===== src/rtl/load_store_unit_pkg.sv =====
// -----------------------------------------------------------------------------
// load_store_unit_pkg
//   Shared definitions for the load/store unit:
//   - RV32I funct3 codes for loads and stores
//   - datamem access-size encoding driven on dmem_sel
//   - FSM state encoding
//   - small helpers for legality, alignment and access size
// -----------------------------------------------------------------------------
package load_store_unit_pkg;

  // RV32I funct3 codes. Stores reuse the B/H/W codes.
  localparam logic [2:0] F3_B  = 3'b000;
  localparam logic [2:0] F3_H  = 3'b001;
  localparam logic [2:0] F3_W  = 3'b010;
  localparam logic [2:0] F3_BU = 3'b100;
  localparam logic [2:0] F3_HU = 3'b101;

  typedef enum logic [2:0] {
    SEL_BYTE = 3'd0,
    SEL_HALF = 3'd1,
    SEL_WORD = 3'd2
  } dmem_sel_e;

  typedef enum logic [1:0] {
    IDLE    = 2'd0,
    ISSUE   = 2'd1,
    CAPTURE = 2'd2,
    RESP    = 2'd3
  } state_e;

  // Stores only have signed-width codes; loads add the unsigned variants.
  function automatic logic funct3_legal(input logic is_write, input logic [2:0] f3);
    if (is_write) return (f3 == F3_B) || (f3 == F3_H) || (f3 == F3_W);
    return (f3 == F3_B) || (f3 == F3_H) || (f3 == F3_W) ||
           (f3 == F3_BU) || (f3 == F3_HU);
  endfunction

  // funct3[1:0] encodes the access size for every legal code.
  function automatic logic is_aligned(input logic [2:0] f3, input logic [1:0] addr_lo);
    case (f3[1:0])
      2'b00:   return 1'b1;
      2'b01:   return ~addr_lo[0];
      default: return addr_lo == 2'b00;
    endcase
  endfunction

  function automatic dmem_sel_e size_sel(input logic [2:0] f3);
    case (f3[1:0])
      2'b00:   return SEL_BYTE;
      2'b01:   return SEL_HALF;
      default: return SEL_WORD;
    endcase
  endfunction

endpackage


===== src/rtl/load_store_unit_load_extend.sv =====
// -----------------------------------------------------------------------------
// load_extend
//   Turns the right-justified assembled load data into the architectural
//   result: sign-extend for LB/LH, zero-extend for LBU/LHU, pass LW through.
//   Any other funct3 yields zero.
//   Ports:
//     asm_data  in  32  assembled load data, right-justified
//     funct3    in   3  RV32I load funct3
//     rdata     out 32  extended result
// -----------------------------------------------------------------------------
module load_extend
  import load_store_unit_pkg::*;
(
  input  logic [31:0] asm_data,
  input  logic [2:0]  funct3,
  output logic [31:0] rdata
);

  always_comb begin
    rdata = '0;
    case (funct3)
      F3_B:    rdata = {{24{asm_data[7]}}, asm_data[7:0]};
      F3_H:    rdata = {{16{asm_data[15]}}, asm_data[15:0]};
      F3_W:    rdata = asm_data;
      F3_BU:   rdata = {24'd0, asm_data[7:0]};
      F3_HU:   rdata = {16'd0, asm_data[15:0]};
      default: rdata = '0;
    endcase
  end

endmodule


===== src/rtl/load_store_unit.sv =====
// -----------------------------------------------------------------------------
// load_store_unit
//   Single-outstanding RV32I load/store unit in front of a one-cycle-latency
//   data memory. Aligned accesses use one beat at their natural size;
//   misaligned halves/words are split into 2/4 byte beats. Illegal funct3 or
//   out-of-range addresses fault without touching memory.
//   Ports:
//     clk, rst                          clock, synchronous active-high reset
//     req_valid/req_ready               request handshake (ready only in IDLE)
//     req_write, req_funct3, req_addr,
//     req_wdata                         request fields
//     resp_valid/resp_ready             response handshake
//     resp_rdata, resp_fault, resp_split response fields
//     dmem_addr, dmem_data, dmem_sel,
//     dmem_write, dmem_out              datamem port
// -----------------------------------------------------------------------------
module load_store_unit
  import load_store_unit_pkg::*;
#(
  parameter int ADDR_W = 12
) (
  input  logic              clk,
  input  logic              rst,
  input  logic              req_valid,
  output logic              req_ready,
  input  logic              req_write,
  input  logic [2:0]        req_funct3,
  input  logic [31:0]       req_addr,
  input  logic [31:0]       req_wdata,
  output logic              resp_valid,
  input  logic              resp_ready,
  output logic [31:0]       resp_rdata,
  output logic              resp_fault,
  output logic              resp_split,
  output logic [ADDR_W-1:0] dmem_addr,
  output logic [31:0]       dmem_data,
  output logic [2:0]        dmem_sel,
  output logic              dmem_write,
  input  logic [31:0]       dmem_out
);

  state_e             state_q, state_d;
  logic               write_q, write_d;
  logic [2:0]         funct3_q, funct3_d;
  logic [ADDR_W-1:0]  addr_q, addr_d;
  logic [31:0]        wdata_q, wdata_d;
  logic [1:0]         beat_q, beat_d;
  logic               split_q, split_d;
  logic [31:0]        asm_q, asm_d;
  logic [31:0]        resp_rdata_q, resp_rdata_d;
  logic               resp_fault_q, resp_fault_d;
  logic               resp_split_q, resp_split_d;

  logic               req_fault;
  logic [1:0]         last_beat;
  logic [31:0]        ext_rdata;

  assign req_fault = !funct3_legal(req_write, req_funct3) ||
                     ((req_addr >> ADDR_W) != 32'd0);

  // Split halves take two byte beats, split words four.
  always_comb begin
    last_beat = 2'd0;
    if (split_q) last_beat = (funct3_q[1:0] == 2'b01) ? 2'd1 : 2'd3;
  end

  // Load assembly lives in its own process so the extender can see the
  // final beat's byte in the same cycle without a combinational loop
  // through the FSM block.
  always_comb begin
    asm_d = asm_q;
    if (state_q == IDLE) begin
      asm_d = '0;
    end else if (state_q == CAPTURE && !write_q) begin
      if (split_q) asm_d[{beat_q, 3'b000} +: 8] = dmem_out[7:0];
      else         asm_d = dmem_out;
    end
  end

  load_extend u_load_extend (
    .asm_data (asm_d),
    .funct3   (funct3_q),
    .rdata    (ext_rdata)
  );

  // NOTE: every signal written here gets its hold value first; a path that
  // skips an assignment would otherwise infer a latch.
  always_comb begin
    state_d      = state_q;
    write_d      = write_q;
    funct3_d     = funct3_q;
    addr_d       = addr_q;
    wdata_d      = wdata_q;
    beat_d       = beat_q;
    split_d      = split_q;
    resp_rdata_d = resp_rdata_q;
    resp_fault_d = resp_fault_q;
    resp_split_d = resp_split_q;

    case (state_q)
      IDLE: begin
        if (req_valid && req_ready) begin
          write_d  = req_write;
          funct3_d = req_funct3;
          addr_d   = req_addr[ADDR_W-1:0];
          wdata_d  = req_wdata;
          beat_d   = 2'd0;
          split_d  = !is_aligned(req_funct3, req_addr[1:0]);
          if (req_fault) begin
            resp_rdata_d = '0;
            resp_fault_d = 1'b1;
            resp_split_d = 1'b0;
            state_d      = RESP;
          end else begin
            state_d = ISSUE;
          end
        end
      end
      ISSUE: state_d = CAPTURE;
      CAPTURE: begin
        if (beat_q == last_beat) begin
          resp_rdata_d = write_q ? 32'd0 : ext_rdata;
          resp_fault_d = 1'b0;
          resp_split_d = split_q;
          state_d      = RESP;
        end else begin
          beat_d  = beat_q + 2'd1;
          state_d = ISSUE;
        end
      end
      RESP: if (resp_ready) state_d = IDLE;
      default: state_d = IDLE;
    endcase
  end

  // NOTE: state registers use non-blocking assignments so every flop samples
  // the pre-edge values of its peers, independent of statement order.
  always_ff @(posedge clk) begin
    if (rst) begin
      state_q      <= IDLE;
      write_q      <= 1'b0;
      funct3_q     <= 3'd0;
      addr_q       <= '0;
      wdata_q      <= '0;
      beat_q       <= 2'd0;
      split_q      <= 1'b0;
      asm_q        <= '0;
      resp_rdata_q <= '0;
      resp_fault_q <= 1'b0;
      resp_split_q <= 1'b0;
    end else begin
      state_q      <= state_d;
      write_q      <= write_d;
      funct3_q     <= funct3_d;
      addr_q       <= addr_d;
      wdata_q      <= wdata_d;
      beat_q       <= beat_d;
      split_q      <= split_d;
      asm_q        <= asm_d;
      resp_rdata_q <= resp_rdata_d;
      resp_fault_q <= resp_fault_d;
      resp_split_q <= resp_split_d;
    end
  end

  // rst gates ready and write directly so a reset landing mid-ISSUE cannot
  // complete the pending store beat.
  assign req_ready  = (state_q == IDLE) && !rst;
  assign resp_valid = (state_q == RESP);
  assign resp_rdata = resp_rdata_q;
  assign resp_fault = resp_fault_q;
  assign resp_split = resp_split_q;

  assign dmem_addr  = addr_q + ADDR_W'(beat_q);
  assign dmem_sel   = split_q ? SEL_BYTE : size_sel(funct3_q);
  assign dmem_data  = split_q ? (wdata_q >> {beat_q, 3'b000}) : wdata_q;
  assign dmem_write = (state_q == ISSUE) && write_q && !rst;

endmodule


===== config.mk =====
export PLATFORM = sky130hd
export DESIGN_NAME = load_store_unit
export DESIGN_NICKNAME = d
export VERILOG_FILES = /design/src/rtl/load_store_unit_pkg.sv /design/src/rtl/load_store_unit_load_extend.sv /design/src/rtl/load_store_unit.sv
export SDC_FILE = /design/constraint.sdc
export NUM_CORES = 1
export LEC_CHECK = 0
export CELL_PAD_IN_SITES_DETAIL_PLACEMENT = 0
export CELL_PAD_IN_SITES_GLOBAL_PLACEMENT = 1
export CORE_AREA = 2 2 130 132
export DETAILED_ROUTE_END_ITERATION = 8
export DIE_AREA = 0 0 132 134
export PLACE_DENSITY_LB_ADDON = 0.1
export SLEW_MARGIN = 0
export SYNTH_ARGS = -nofsm -noshare
export SYNTH_HDL_FRONTEND = slang
export SYNTH_SLANG_ARGS = --single-unit

===== constraint.sdc =====
create_clock -name clk -period 5 [get_ports clk]
set_clock_uncertainty 0.2 [all_clocks]
set_input_delay 0.75 -clock clk [delete_from_list [all_inputs] [get_ports clk]]
set_output_delay 0.75 -clock clk [all_outputs]
set_load 0.05 [all_outputs]

-- Yosys cells after proc, flatten, opt, wreduce, memory -nomap -nowiden
Index checks and enable logic that the tools add are counted.
- add/sub/neg operators: 3
- equality and inequality tests: 19
- shift operators: 3
- mux-type cells: 37
- bitwise gates (word level): 1
- reductions and logical operators: 26
- operator list (operator ; count):
    2-to-1 mux 32 bit ; 8
    case mux 32 bit (5 select lines) ; 1
    case mux 32 bit (2 select lines) ; 1
    bitwise mux 32 bit ; 1
    nonzero test 32 bit ; 1
    variable shift 8 x 7 -> 32 bit (first input constant) ; 1
    variable part select 8 x 7 -> 32 bit ; 1
    right shift 32 x 5 -> 32 bit ; 1
    2-to-1 mux 2 bit ; 8
    adder 12 x 2 -> 12 bit ; 1
    equality test 3 bit (second input constant) ; 4
    2-to-1 mux 1 bit ; 11
    zero test 2 bit ; 4
    case mux 2 bit (2 select lines) ; 2
    case mux 2 bit (4 select lines) ; 1
    negator 5 -> 7 bit ; 1
    equality test 2 x 1 -> 1 bit (second input constant) ; 3
    equality test 3 x 1 -> 1 bit (second input constant) ; 2
    equality test 3 x 2 -> 1 bit (second input constant) ; 2
    zero test 3 bit ; 2
    != test 2 x 1 -> 1 bit (second input constant) ; 3
    case mux 1 bit (2 select lines) ; 3
    logical AND 1 bit ; 5
    logical OR 1 bit ; 5
    other kinds (11) ; 17
- register bits after elaboration: 119
- input bits: 104
- output and inout port bits: 84
- logic and storage cells: 100

-- Depth between registers and ports, before layout
Gate-level depths: netlist of run 1.
- depth in word-level cells: 11
- mapped depth: 10
- gate-level depth less buffers: 7

-- Hierarchy
From an unflattened synthesis of run 1, not the netlist that was laid out.
- cell total of the unflattened synthesis: 770
- area total of the unflattened synthesis: 6391.1 sq um
- by module, submodules not included (module ; times used ; cells each ; area each (sq um) ; seq. area each (sq um)):
    load_store_unit ; 1 ; 699 ; 5798.1 ; 2382.3
    load_extend ; 1 ; 71 ; 593.1 ; 0.0

-- Worst setup path after synthesis of run 1
Ideal clock, no wire load.
- kind: register to output
- from: register beat_q[1]
- to: output dmem_addr[8]
- arrival: 2.530 ns
- data required time: 4.050 ns
- path slack: 1.520 ns
- stages on the path, launching flop included: 7
- cells stage by stage: dfxtp_1 clkinv_1 fa_1 nor2_1 and3_1 nand3_1 xnor2_1
- word-level cells in the longest chain between the ends: 1
- ends and longest elaborated chain (what ; RTL line ; text):
    start, declared ; load_store_unit.sv:47 ; logic [1:0] beat_q, beat_d;
    start signal, assigned ; load_store_unit.sv:157 ; beat_q <= beat_d;
    adder 12 x 2 -> 12 bit ; load_store_unit.sv:174 ; assign dmem_addr = addr_q + ADDR_W'(beat_q);
    end, declared ; load_store_unit.sv:35 ; output logic [ADDR_W-1:0] dmem_addr,
No other way between the ends.

-- Worst setup path after layout of run 1
- from: register beat_q[1]
- to: output dmem_addr[6]
The elaborated chain is that of the path after synthesis.

==> summary.txt, run 1 <==
Worst hold path
  – Hold Crit Class: reg -> reg
  – Hold EP: asm_q[0]$_SDFF_PP0_
  – Hold Crit Start: asm_q[0]$_SDFF_PP0_
  – Hold path cells: 2

Floorplanning
  – Height of the die: 134 um
  – CORE AREA: 0.0163 mm^2
  – Die area: 0.0177 mm^2
  – Die width: 132 um
  – Io pins: 188
  – Initial core utilization: a little over a third
  – # rows: 47

STA
  – Final Hold Viols: 0
  – RSZ-0062 raised after global routing: false
  – Setup Viol. Count Final: 0
  – Tcrit/Tclk final: a little over 80%
  – Final Max Tran Viols: 0
  – Pin slew with the least headroom to its limit: approximately 1200 ps
  – Final Critical Period: 4020 ps
  – Fmax achieved: 249 MHz
  – Final TNS setup: 0 ps
  – Max-slew headroom: 20.9%

Worst setup path
  – Max incr delay on CP: between 800 and 900 ps
  – R2R Path End: resp_rdata[21]$_SDFFE_PP0P_
  – Slowest cell on crit path: clkdlybuf4s50_1
  – Req. time, crit path: ~4100 ps
  – CP bufs+invs: 2
  – Reg2reg path depth: 8
  – Startpoint type of the worst setup path: flop
  – Reg2Reg Setup Slack: 1600 ps
  – Critical Path End Type: primary output
  – CP arrival: around 3100 ps
  – Largest fanout on the critical path: 12
  – Crit path cell chain: clkinv_1 -> fa_1 -> nor2_1 -> and3_1 -> xor2_1 -> clkdlybuf4s50_1
  – CP delay by family, top: buffers and inverters
  – CP Class: reg -> out
  – Worst reg2reg startpoint: beat_q[0]$_SDFFE_PP0P_

Yosys
  – Synth async-reset ratio: 0%
  – Register bit total from synthesis: 119
  – Part of the Yosys area used for sequential elements: 41.2%
  – Post-synth EDFFs: 0
  – Top FF cell, synth: dfxtp_1
  – Mapped Cells: 717
  – Synth warn: 0
  – Post-synth cell types: 54
  – Syn avg cell area: 8.07 um^2
  – Post-Syn Area: 0.00579 mm^2
  – Mapped Nets: 829

Clock network
  – H-tree levels: 4
  – Clock latency on the worst-skew pair: 410 ps
  – Clock transition at the registers of the reported paths: 50 ps
  – Setup repair bufs after CTS: 0
  – Sink Count: between 100 and 150
  – Clk root buf: clkbuf_16
  – Clock Path Buffers: 2
  – Cts repair resizes: 0
  – Cts bufs inserted: 17
  – Post-CTS Hold Fix Bufs: 0
  – CTS tree: yes

GRT
  – Largest net degree at the start of global routing: 97
  – GR Overflow Total: 0
  – Initial antenna violation count: 0
  – Total global-route track usage: 21.4%
  – Global-route wire length before repair: 30,100 um
  – Vias in the first global route: 5,896

Drt
  – Via/cell ratio: 5.37
  – Final wirelength: 19,100 um
  – DRC errors left: 0
  – Post-route ant nets: 0
  – DR iter-0 viols: 413
  – Post-DR wirelength/cell: around 17 um
  – TritonRoute pass-1 iters: 5
  – Via count: 5,967

Power and ir drop
  – Combinational power share: 21.0%
  – Clk pwr share: 43.2%
  – Switching share of power: 29.1%
  – Pwr Density: approximately 350 mW/mm^2
  – P_leak: 2.92 nW
  – VDD IR max: 0.239 mV
  – Int Pwr: 0.00207 W
  – Part of the power in registers: 35.8%
  – Sw power: 0.000849 W

Placement
  – HPWL Detailed: 13,600 um
  – Number of port buffers: 186
  – Placed Instances: about 1,100
  – Routability Congestion: 0.794

Cells and area
  – Diode count: 0
  – Area growth syn-to-layout: 45.3%
  – Post-route insts no fill: approximately 1,100
  – Final #Nets: 991
  – Proportion of layout cells with a drive suffix above 1: under 10%

Status
  – Status: complete, no violations

Job
  – Max cap viols: 0
## per-layer routing
| layer | vias up | GRT usage (%) | share of wire (%) |
|---|---|---|---|
| met2 | 236 | 35.4 | 47 |
| met5 | - | 0 | 0 |
| met3 | 27 | 6.46 | 7.8 |
| met4 | 0 | 7.37 | 1.8 |
| li1 | 2954 | - | - |
| met1 | 2750 | 26.5 | 43 |
## flip-flops by register name (all words and copies together) (netlist names)
signal,count
addr_q,12
asm_q,32
beat_q,2
funct3_q,3
resp_fault,1
resp_rdata,32
resp_split,1
split_q,1
state_q,2
wdata_q,32
write_q,1
## worst max path at each step
stage | from | endpoint | slack [ps] | cells after the start
2_1_floorplan | beat_q[1]$_SDFFE_PP0P_ | dmem_addr[8] | 1520 | 6
3_3_place_gp | beat_q[1]$_SDFFE_PP0P_ | dmem_addr[6] | 1410 | 6
3_5_place_dp | beat_q[1]$_SDFFE_PP0P_ | dmem_addr[6] | 1390 | 6
4_1_cts | beat_q[1]$_SDFFE_PP0P_ | dmem_addr[6] | 950 | 6
5_1_grt | beat_q[1]$_SDFFE_PP0P_ | dmem_addr[6] | 790 | 6
6_report | beat_q[1]$_SDFFE_PP0P_ | dmem_addr[6] | 980 | 6
## stage by stage
step / hold WS, ps / utilization (%) / instance area (um^2) / total power, W / setup WS (ps)
after floorplan: 235 / - / 5790 / 0.00143 / 1520
after global placement: 244 / 47.9 / 7810 / 0.00167 / 1410
after detailed placement: 249 / 47.9 / 7810 / 0.00168 / 1390
after CTS: 266 / 51.6 / 8410 / 0.00294 / 951
after global routing: 280 / 51.6 / 8410 / 0.00303 / 794
final: 263 / 51.6 / 8410 / 0.00292 / 979
## cells in the final DEF (no fill, tap or decap), types with 5 or more instances in the layout
| cell | Yosys | final |
|---|---|---|
| a22o_1 | 17 | 17 |
| dfxtp_1 | 119 | 119 |
| o21ai_0 | 68 | 67 |
| mux2i_1 | 8 | 8 |
| nand4_1 | 15 | 15 |
| nor3_1 | 18 | 18 |
| clkinv_2 | 0 | 7 |
| nor2b_1 | 12 | 12 |
| clkbuf_16 | 0 | 17 |
| o2bb2ai_1 | 20 | 20 |
| clkdlybuf4s50_1 | 0 | 183 |
| a31oi_1 | 34 | 34 |
| nor2_1 | 22 | 22 |
| nand3_1 | 23 | 23 |
| nand2_1 | 112 | 112 |
| and2_1 | 12 | 12 |
| xnor2_1 | 6 | 6 |
| ha_1 | 7 | 7 |
| o31ai_1 | 19 | 19 |
| a211oi_1 | 9 | 8 |
| a21oi_1 | 27 | 26 |
| inv_1 | 23 | 23 |
| and3_1 | 5 | 5 |
| buf_4 | 1 | 15 |
| nor4_1 | 7 | 7 |
| o22ai_1 | 11 | 11 |
| a22oi_1 | 24 | 24 |
## final cells by class
| cell class | count | area [um^2] |
|---|---|---|
| clock buffer | 20 | 447 |
| clock inverter | 11 | 155 |
| fill | 1563 | 7880 |
| inverter | 26 | 97.6 |
| multi-input combinational | 517 | 3110 |
| sequential | 119 | 2380 |
| tap | 220 | 275 |
| timing repair buffer | 198 | 1940 |
## logic make-up after synthesis
group	synth area share (%)
DFF	41.2
buffers and inverters	5.54
other	0.0648
xor gates and xnor gates	1.51
adders and majority gates	1.86
AOI/OAI and AO/OA	28.1
and+or+nand+nor	20.4
muxes	1.38
## worst min-delay path: cells and delay by family, from the launching register on
kind             cells  cell delay [ps]
AO/OA/AOI/OAI        1               70
flip-flops           1              290
AND/OR/NAND/NOR      1               40
## cell usage after synthesis (all sizes together) (2+ instances only)
cell	n	area, um^2
nand2b	4	25.0
nor3b	2	15.0
nor2	22	82.6
o22ai	11	68.8
a22oi	24	180
a221o	2	20.0
xor2	4	35.0
a22o	17	149
xnor2	6	52.6
nand3	23	115
o2bb2ai	20	175
o21ai	70	350
nor4	7	43.8
ha	7	87.6
nor4b	3	41.3
and4b	2	20.0
and3	5	31.3
a31oi	34	213
buf	15	72.6
dfxtp	119	2380
a41o	3	30.0
o31ai	19	143
clkbuf	40	150
nor4bb	2	20.0
nor2b	12	75.1
a21oi	27	135
and2	12	75.1
o211ai	3	22.5
nor3	18	90.1
mux2i	8	80.1
nand4	15	93.8
nand2	112	420
clkinv	2	7.51
a211oi	9	67.6
inv	24	90.1
## power groups by stage
| stage | Clock, W | Sequential [W] | Combinational, W |
|---|---|---|---|
| after floorplan | 0 | 0.00105 | 0.000375 |
| after global placement | 0 | 0.00106 | 0.000609 |
| after detailed placement | 0 | 0.00106 | 0.000613 |
| after CTS | 0.00128 | 0.00104 | 0.000616 |
| after global routing | 0.00132 | 0.00105 | 0.000658 |
| final | 0.00126 | 0.00105 | 0.000613 |
(Power assumes the default switching activity.)
==> run 2: changes to the inputs <==
--- a/config.mk
+++ b/config.mk
@@ -7,9 +7,9 @@
 export LEC_CHECK = 0
 export CELL_PAD_IN_SITES_DETAIL_PLACEMENT = 0
 export CELL_PAD_IN_SITES_GLOBAL_PLACEMENT = 1
-export CORE_AREA = 2 2 130 132
+export CORE_AREA = 2 2 136 138
 export DETAILED_ROUTE_END_ITERATION = 8
-export DIE_AREA = 0 0 132 134
+export DIE_AREA = 0 0 138 140
 export PLACE_DENSITY_LB_ADDON = 0.1
 export SLEW_MARGIN = 0
 export SYNTH_ARGS = -nofsm -noshare
==> constraint.sdc (replaced) <==
create_clock -name clk -period 4.12 [get_ports clk]
set_clock_uncertainty 0.2 [all_clocks]
set_input_delay 0.618 -clock clk [delete_from_list [all_inputs] [get_ports clk]]
set_output_delay 0.618 -clock clk [all_outputs]
set_load 0.05 [all_outputs]
==> run 2 against run 1 <==
Effect of this change: critical path depth decreased by 2; sequential cell count unchanged; non-clock buffer count increased by 5; register-to-register slack got worse by 760 ps; utilization decreased by 3.3 points; critical path type unchanged; die area increased by 9.2%; clock power increased by 12%; design area increased by 2.3%; largest power group unchanged; sequential share of layout area decreased by 0.63 points; first-iteration DRC count decreased by 23%; wire length increased by 2.8%.
==> summary.txt, run 2 (synthesis gave the netlist of run 1 again) <==
Power and ir drop
  – P_leak: 3.02 nW
  – VDD IR max: 0.298 mV
  – Int Pwr: 0.00239 W
  – Switching share of power: 31.3%
  – Sw power: around 0.0011 W
  – Part of the power in registers: 36.6%
  – Total power: approximately 0.0035 W
  – Clk pwr share: about two fifths
  – Combinational power share: between 20% and 30%
  – Pwr Density: 404 mW/mm^2

Floorplanning
  – Die width: ~140 um
  – Initial core utilization: 32.5%
  – # rows: just under 50
  – Height of the die: 140 um
  – CORE AREA: 0.0178 mm^2
  – Io pins: between 150 and 200
  – Die area: 0.0193 mm^2

Drt
  – DRC errors left: 0
  – Via/cell ratio: between 5 and 6
  – Via count: 5,976
  – Post-route ant nets: 0
  – Final wirelength: between 15,000 and 20,000 um
  – TritonRoute pass-1 iters: 5
  – Post-DR wirelength/cell: 17.4 um
  – DR iter-0 viols: between 300 and 400

Clock network
  – Clk root buf: clkbuf_16
  – H-tree levels: 4
  – CTS tree: yes
  – Clock Path Buffers: 2
  – Setup repair bufs after CTS: 0
  – Cts bufs inserted: 17
  – Sink Count: between 100 and 150
  – Clock latency on the worst-skew pair: 410 ps
  – Clock transition at the registers of the reported paths: 60 ps

Worst setup path
  – Max incr delay on CP: approximately 860 ps
  – Reg2reg path depth: 7
  – Critical Path End Type: primary output
  – CP Depth: 4
  – Worst Setup EP: dmem_data[29]
  – R2R Path End: resp_rdata[17]$_SDFFE_PP0P_
  – Worst reg2reg startpoint: beat_q[1]$_SDFFE_PP0P_
  – CP bufs+invs: 2
  – Setup crit start: beat_q[0]$_SDFFE_PP0P_
  – Startpoint type of the worst setup path: flop
  – Slowest cell on crit path: o21ai_0
  – Req. time, crit path: around 3300 ps
  – Crit path cell chain: buf_4 -> o21ai_0 -> and2_1 -> clkdlybuf4s50_1
  – Largest fanout on the critical path: 16
  – CP arrival: a little over 3000 ps
  – CP Class: reg -> out
  – Reg2Reg Setup Slack: 840 ps
  – CP delay by family, top: buffers and inverters

GRT
  – Largest net degree at the start of global routing: 97
  – Total global-route track usage: between 20% and 30%
  – Initial antenna violation count: 0
  – Vias in the first global route: about 6,100
  – GR Overflow Total: 0
  – Global-route wire length before repair: 31,500 um

Cells and area
  – Diode count: 0
  – Fill count: 1,730
  – Final instance area: 0.00860 mm^2
  – Footprint of the multi-input gates: 0.00311 mm^2
  – Most common cell after layout, fill and taps aside: clkdlybuf4s50_1
  – Register area: 0.00238 mm^2
  – Final #Nets: 996
  – Area growth syn-to-layout: 48.6%
  – Commonest cells after routing, fill and taps aside: 157 x clkdlybuf4s50_1, 119 x dfxtp_1, 112 x nand2_1
  – Proportion of layout cells with a drive suffix above 1: 9.92%
  – Final core occ: around half

STA
  – Final Critical Period: between 3000 and 4000 ps
  – RSZ-0062 raised after global routing: false
  – Pin slew with the least headroom to its limit: 1070 ps
  – Final Max Tran Viols: 0
  – Tcrit/Tclk final: a little over nine tenths
  – Setup Viol. Count Final: 0
  – Final TNS setup: 0 ps
  – Fmax achieved: about 260 MHz
  – Worst setup margin: between 200 and 250 ps
  – Final Hold Viols: 0
  – Max-slew headroom: 27.8%

Placement
  – Routability Congestion: 0.852
  – DP Area: 0.00803 mm^2
  – HPWL Detailed: about 14,000 um
  – Pre-CTS WS: about 660 ps
  – Number of port buffers: roughly 190

Job
  – Max cap viols: 0

Worst hold path
  – Hold Crit Class: reg -> reg

Status
  – Status: complete, no violations
## run 2: changes by cell type in the layout (fill, tap and decap cells not counted), moves of 4 or more
cell	previous run	this run
buf_4	15	27
clkinv_4	0	4
clkinvlp_4	0	5
buf_12	0	19
clkdlybuf4s50_1	183	157
clkinv_2	7	3
## run 2: layout make-up
type	count	area share, %
Multi-Input combinational cell	517	36.1
Sequential cell	119	27.7
Timing Repair Buffer	203	25.1
Clock buffer	18	5.11
Tap cell	229	3.33
Clock inverter	14	1.48
Inverter	26	1.18
## run 2: metrics by stage
| step | hold WS (ps) | cells |
|---|---|---|
| detailed placement | 249 | 1094 |
| finish | 265 | 1126 |
| floorplan | 235 | 717 |
| CTS | 266 | 1126 |
| global placement | 250 | 1094 |
| global route | 284 | 1126 |
## run 2: per-layer routing
layer	track usage [%]	share of wire (%)
met2	32.8	47
met3	5.20	6.0
met5	0	0
met1	25.9	45
met4	7.04	1.5
## run 2: how the worst min path moves through the flow
stage	slack (ps)	to	cells past startpoint	start
6_report	270	resp_rdata[8]$_SDFFE_PP0P_	1	resp_rdata[8]$_SDFFE_PP0P_
5_1_grt	280	asm_q[0]$_SDFF_PP0_	2	asm_q[0]$_SDFF_PP0_
4_1_cts	270	asm_q[0]$_SDFF_PP0_	2	asm_q[0]$_SDFF_PP0_
3_5_place_dp	250	resp_rdata[20]$_SDFFE_PP0P_	1	resp_rdata[20]$_SDFFE_PP0P_
3_3_place_gp	250	resp_rdata[22]$_SDFFE_PP0P_	1	resp_rdata[22]$_SDFFE_PP0P_
2_1_floorplan	240	asm_q[0]$_SDFF_PP0_	2	asm_q[0]$_SDFF_PP0_
## run 2: power by group through the flow
stage / clock network (W) / logic (W) / registers (W)
after detailed placement: 0 / 0.000796 / 0.00130
final: 0.00141 / 0.000797 / 0.00127
after global routing: 0.00149 / 0.000854 / 0.00128
after CTS: 0.00143 / 0.000802 / 0.00127
after global placement: 0 / 0.000793 / 0.00130
after floorplan: 0 / 0.000456 / 0.00128
## run 2: timing repair
action,CTS,global route
resized for setup,0,1
endpoints found under the setup margin,0,2
hold buffers,0,0
